## src/rtl/keccak_arb_pkg.sv

```systemverilog
// Shared types and widths for the two-requester Keccak core arbiter.
package keccak_arb_pkg;

    localparam int IN_W  = 192;
    localparam int BN_W  = 6;
    localparam int OUT_W = 512;
    localparam int NREQ  = 2;

    typedef enum logic [2:0] {
        IDLE,
        CLR,
        FEED,
        WAIT,
        DONE
    } state_t;

endpackage

```

## src/rtl/rr_pick2.sv

```systemverilog
// Two-way round-robin pick. "last" is one-hot of the previously served
// requester; 2'b00 (nobody served yet) favours requester 0.
module rr_pick2 (
    input  logic [1:0] req,
    input  logic [1:0] last,
    output logic [1:0] gnt,
    output logic       any
);

    // On contention hand the core to whoever was not served last.
    always_comb begin
        gnt = req;
        if (req == 2'b11) begin
            gnt = last[0] ? 2'b10 : 2'b01;
        end
    end

    assign any = |req;

endmodule

```

## src/rtl/keccak_arbiter.sv

```systemverilog
// Shares one Keccak core between two requesters: arbitrates, clears the
// core, forwards the owner's words and captures the digest.
//
// state | meaning
// IDLE  | no owner, arbitrate pending requests
// CLR   | one-cycle core clear, owner already granted
// FEED  | owner's words forwarded to the core
// WAIT  | last word accepted, waiting for core_out_ready
// DONE  | one-cycle done pulse to the owner, digest valid
module keccak_arbiter
    import keccak_arb_pkg::*;
(
    input  logic             clk,
    input  logic             reset,

    input  logic             rq0_req,
    input  logic [IN_W-1:0]  rq0_in,
    input  logic             rq0_in_ready,
    input  logic             rq0_is_last,
    input  logic [BN_W-1:0]  rq0_byte_num,
    output logic             rq0_buffer_full,
    output logic             rq0_grant,
    output logic             rq0_done,

    input  logic             rq1_req,
    input  logic [IN_W-1:0]  rq1_in,
    input  logic             rq1_in_ready,
    input  logic             rq1_is_last,
    input  logic [BN_W-1:0]  rq1_byte_num,
    output logic             rq1_buffer_full,
    output logic             rq1_grant,
    output logic             rq1_done,

    output logic [OUT_W-1:0] digest,

    output logic             core_reset,
    output logic [IN_W-1:0]  core_in,
    output logic             core_in_ready,
    output logic             core_is_last,
    output logic [BN_W-1:0]  core_byte_num,
    input  logic             core_buffer_full,
    input  logic             core_out_ready,
    input  logic [OUT_W-1:0] core_out
);

    state_t            state;
    state_t            state_nxt;
    logic              owner;
    logic [1:0]        last_gnt;
    logic [1:0]        gnt;
    logic              any;

    logic              owner_req;
    logic [IN_W-1:0]   own_in;
    logic              own_in_ready;
    logic              own_is_last;
    logic [BN_W-1:0]   own_byte_num;
    logic              accept;
    logic              abort;
    logic              finish;

    rr_pick2 u_pick (
        .req  ({rq1_req, rq0_req}),
        .last (last_gnt),
        .gnt  (gnt),
        .any  (any)
    );

    assign owner_req    = owner ? rq1_req      : rq0_req;
    assign own_in       = owner ? rq1_in       : rq0_in;
    assign own_in_ready = owner ? rq1_in_ready : rq0_in_ready;
    assign own_is_last  = owner ? rq1_is_last  : rq0_is_last;
    assign own_byte_num = owner ? rq1_byte_num : rq0_byte_num;

    assign accept = (state == FEED) && own_in_ready && !core_buffer_full;
    assign abort  = (state inside {CLR, FEED, WAIT}) && !owner_req;
    // Both a completed hash and an abort count as the owner having been served.
    assign finish = (state == DONE) || abort;

    // State register.
    always_ff @(posedge clk or posedge reset) begin
        if (reset) state <= IDLE;
        else       state <= state_nxt;
    end

    // Next-state logic; an owner dropping its request wins over progress.
    always_comb begin
        state_nxt = state;
        case (state)
            IDLE: if (any) state_nxt = CLR;
            CLR:  state_nxt = owner_req ? FEED : IDLE;
            FEED: begin
                if (!owner_req)                state_nxt = IDLE;
                else if (accept && own_is_last) state_nxt = WAIT;
            end
            WAIT: begin
                if (!owner_req)          state_nxt = IDLE;
                else if (core_out_ready) state_nxt = DONE;
            end
            DONE:    state_nxt = IDLE;
            default: state_nxt = IDLE;
        endcase
    end

    // Owner capture, round-robin history and digest capture.
    always_ff @(posedge clk or posedge reset) begin
        if (reset) begin
            owner    <= 1'b0;
            last_gnt <= 2'b00;
            digest   <= '0;
        end else begin
            if (state == IDLE && any) owner <= (gnt == 2'b10);
            if (finish) last_gnt <= owner ? 2'b10 : 2'b01;
            if (state == WAIT && owner_req && core_out_ready) digest <= core_out;
        end
    end

    // Output decode: owner mux towards the core, per-requester status back.
    always_comb begin
        core_in         = own_in;
        core_is_last    = own_is_last;
        core_byte_num   = own_byte_num;
        core_in_ready   = (state == FEED) && own_in_ready;
        core_reset      = reset || (state == CLR);
        rq0_grant       = (state != IDLE) && !owner;
        rq1_grant       = (state != IDLE) &&  owner;
        rq0_done        = (state == DONE) && !owner;
        rq1_done        = (state == DONE) &&  owner;
        rq0_buffer_full = !((state == FEED) && !owner) || core_buffer_full;
        rq1_buffer_full = !((state == FEED) &&  owner) || core_buffer_full;
    end

endmodule

```

## config.mk

```make
export PLATFORM = sky130hd
export DESIGN_NAME = keccak_arbiter
export DESIGN_NICKNAME = d
export VERILOG_FILES = /design/src/rtl/keccak_arb_pkg.sv /design/src/rtl/rr_pick2.sv /design/src/rtl/keccak_arbiter.sv
export SDC_FILE = /design/constraint.sdc
export NUM_CORES = 1
export LEC_CHECK = 0
export BUFFER_PORTS_ARGS = -buffer_cell sky130_fd_sc_hd__buf_2
export CAP_MARGIN = 40
export CORE_AREA = 2 2 639 641
export DETAILED_ROUTE_END_ITERATION = 8
export DIE_AREA = 0 0 641 643
export PLACE_DENSITY = 0.3
export SKIP_CTS_REPAIR_TIMING = 1
export SYNTH_ARGS = -nofsm -noshare
export SYNTH_HDL_FRONTEND = slang
export SYNTH_HIERARCHICAL = 1
export SYNTH_SLANG_ARGS = --single-unit
```

## constraint.sdc

```tcl
create_clock -name clk -period 19.95 [get_ports clk]
set_clock_uncertainty 0.05 [all_clocks]
set_input_delay 3.99 -clock clk [delete_from_list [all_inputs] [get_ports clk]]
set_output_delay 3.99 -clock clk [all_outputs]
set_load 0.01 [all_outputs]
```

======== Yosys cells after proc, flatten, opt, wreduce, memory -nomap -nowiden ========
Index checks and enable logic that the tools add are counted.
word-level totals
  flip-flop bits (word level) ............. 517
  bits in latches ......................... 0
  RAM bits ................................ 0
  ROM bits ................................ 0
  input bits .............................. 918
  output and inout bits ................... 719
  logic and storage cells ................. 55
  memories kept ........................... 0
operators by class
  add/sub/neg operators ................... 0
  multiply operators ...................... 0
  div/mod/pow operators ................... 0
  $lt $le $gt $ge ......................... 0
  eq/ne operators ......................... 9
  shifts and indexed selects .............. 0
  mux-type cells .......................... 15
  bitwise gates (word level) .............. 0
  reductions and logical operators ........ 27
operators with widths
  operator                                                                number
  192-bit 2-to-1 mux                                                      1
  3-bit 2-to-1 mux                                                        5
  1-bit logical AND                                                       13
  3-bit case mux with 4 select lines                                      1
  3-bit by 2-bit equality test with 1-bit output (second input constant)  2
  2-bit 2-to-1 mux                                                        3
  6-bit 2-to-1 mux                                                        1
  3-bit nonzero test                                                      2
  1-bit zero test                                                         5
  2-bit equality test (second input constant)                             2
  1-bit logical OR                                                        4
  1-bit 2-to-1 mux                                                        4
  3-bit by 1-bit equality test with 1-bit output (second input constant)  1
  3-bit equality test (second input constant)                             1
  3-bit zero test                                                         1
  3-bit by 2-bit != test with 1-bit output (second input constant)        1
  3-bit != test (second input constant)                                   1
  3-bit AND reduction                                                     1
  2-bit != test (second input constant)                                   1
  2-bit OR reduction                                                      1

======== Longest topological paths before layout ========
  depth after elaboration ................. 7
  mapped depth ............................ 7
  depth with buffers taken out ............ 4

======== Cells and area by module ========
Netlist, hierarchy kept.
by module, submodules not included
  module          times used  cells an instance  area an instance (um2)  seq. area each (um2)
  keccak_arbiter  1           1344               23487.5                 12962.4
  rr_pick2        1           4                  25.0                    0.0

======== Worst setup path after synthesis ========
OpenSTA, ideal clock, no wires.
  path type ............................... input port to output port
  start point ............................. in reset
  end point ............................... out core_reset
  data arrival time ....................... 16.073 ns
  data required time ...................... 15.910 ns
  path slack .............................. -0.163 ns
  stages on the path ...................... 2
  path buffers ............................ 0
  path through ............................ inv_1 > o31ai_1
between the ends
  cells in the longest elaborated chain, start to end .. 1
RTL lines
  element             line                   text
  start: declaration  keccak_arbiter.sv:14   input logic reset,
  1-bit logical OR    keccak_arbiter.sv:124  core_reset = reset || (state == CLR);
  end: declaration    keccak_arbiter.sv:36   output logic core_reset,
Every way passes these cells.

======== Worst setup path after layout ========
Ends and elaborated chain as after synthesis.

==> flow_summary.json <==
{
  "status": "complete, no violations",
  "portBuffers": 1636,
  "min_from": "digest[175]",
  "clock-root-buffer": "clkbuf_16",
  "synth_area_sq_um": 23500,
  "slew_headroom_pct": 29.9,
  "layout_common_cells": "buf_2, dfrtp_1, mux2_4",
  "viasPerCell": 2.36,
  "areaGrowthSynthToFinish_pct": 75.8,
  "row_count": 234,
  "pwr_density_cell_nw_per_um2": 150,
  "report.final.slew_viol_count": 0,
  "max_stage_delay_ps": 510,
  "grt_max_degree": 127,
  "dr.pass1.iters": 5,
  "cp.required_ps": 15910,
  "drt_iter0_drc": 1164,
  "holdPathStages": 1,
  "finalPower_mw": 6.19,
  "critPathKind": "input port to primary output",
  "clock.fmax_mhz": 107,
  "io-pin-count": 1637,
  "crit_buf_inv": 3,
  "insertion_delay_ps": 760,
  "drive_gt1_share_pct": 81.7,
  "route.detailed.drc": 0,
  "wl_microns": 247000,
  "die_y_microns": 643,
  "antenna_found_initial": 318,
  "vdd_ir_drop_max_uv": 60.2,
  "timing.hold.ws_ps": 448,
  "cap_violations": 0,
  "cts_made_buffers": 86,
  "fillers": 46900,
  "final_common_cell": "buf_2",
  "grt_pass1_wl_microns": 291000,
  "crit_fanout": 9,
  "r2r_start": "owner",
  "min_to": "digest[175]",
  "gr-total-overflow": 0,
  "setup_violations": 0,
  "yosysWarnings": 6,
  "startpoint": "reset",
  "clock_sinks": 517,
  "final_nets": 3938,
  "avgSynthCellArea_sq_um": 17.4,
  "place_congestion": 0.990,
  "path_cells": "buf_2 > clkinvlp_4 > o31ai_1 > buf_2",
  "ant_nets": 0,
  "syn-num-nets": 2264,
  "clk_pin_slew_worst_paths_ps": 60,
  "crit_path_start_kind": "input port",
  "first_global_vias": 20300,
  "p_leak_nw": 18.8,
  "reg2reg_to": "digest[360]",
  "grtUsageTotal_pct": 11.5,
  "rr_worst_depth": 9,
  "core_area_sq_um": 405000,
  "rrSetupSlack_ps": 14850,
  "tritoncts": "built",
  "min_period_ps": 9360,
  "end_kind": "primary output",
  "crit_path_top_delay_cell": "clkinvlp_4",
  "htree_levels": 3,
  "hold_viol": 0,
  "netlist_instances": 1346,
  "vias": 20300,
  "cp_top_family": "buffers and inverters",
  "fin_crit_sh_pct": 46.9,
  "rsz0062_at_grt": "false",
  "die_area_sq_um": 412000,
  "dieWidth_microns": 641,
  "wl_per_cell_microns": 28.8,
  "worstPathArrival_ps": 5320,
  "worstHoldPathType": "flop to flop",
  "floorplan.initialDensity_pct": 5.79,
  "crit_top_cell": "buf_2",
  "worst_slew_pin_slew_ps": 1050,
  "hpwl_microns": 223000,
  "tns_ps": 0,
  "cts_buffer_depth": 4
}
metal layers:
metal | vias up | routed length [microns] | global-route usage, %
met5 | - | 208 | 0
met1 | 9861 | 82400 | 11.7
met3 | 572 | 25100 | 4.16
met4 | 32 | 7390 | 2.58
met2 | 1534 | 132000 | 22.1
li1 | 8280 | - | -
worst reg2reg max path: cells and delay by family, from the launching register on:
| kind | cells | cell delay [ps] |
|---|---|---|
| DFF | 1 | 760 |
| muxes | 2 | 680 |
| buffers and inverters | 6 | 3280 |
| and+or+nand+nor | 1 | 230 |
report_power, final:
part | switching (mW) | internal, mW | total [mW]
clock network | 0.619 | 0.976 | 1.60
logic | 1.42 | 1.28 | 2.70
registers | 0.326 | 1.57 | 1.90
registers in the layout (all words and copies together), names as in the netlist:
signal	count
state	3
owner	1
last_gnt	1
digest	512
area by class of cell:
type | count | area, sq um | share of cell area (%)
clock buffer | 117 | 2440 | 5.91
tap | 5428 | 6790 | 16.5
clock inverter | 34 | 469 | 1.14
inverter | 4 | 18.8 | 0.0455
sequential | 517 | 12900 | 31.4
multi-input combinational | 744 | 9730 | 23.6
antenna | 95 | 238 | 0.576
timing repair buffer | 1667 | 8640 | 20.9
stage by stage:
step	area (sq um)	worst slack, ps	utilization [%]	instances
2_1_floorplan	23500	3590	-	1346
3_3_place_gp	37900	10320	9.35	8351
3_5_place_dp	38100	10380	9.41	8360
4_1_cts	41000	10370	10.1	8511
5_1_grt	41200	10430	10.2	8567
6_report	41300	10590	10.2	8606
worst max-delay path by stage:
| stage | slack (ps) | end | cells after the start |
|---|---|---|---|
| floorplan | 3590 | core_reset | 2 |
| global placement | 10320 | core_reset | 4 |
| detailed placement | 10380 | core_reset | 4 |
| CTS | 10370 | core_reset | 4 |
| global route | 10430 | core_reset | 4 |
| finish | 10590 | core_reset | 4 |
Note: power is estimated with default switching activity, not from simulation.
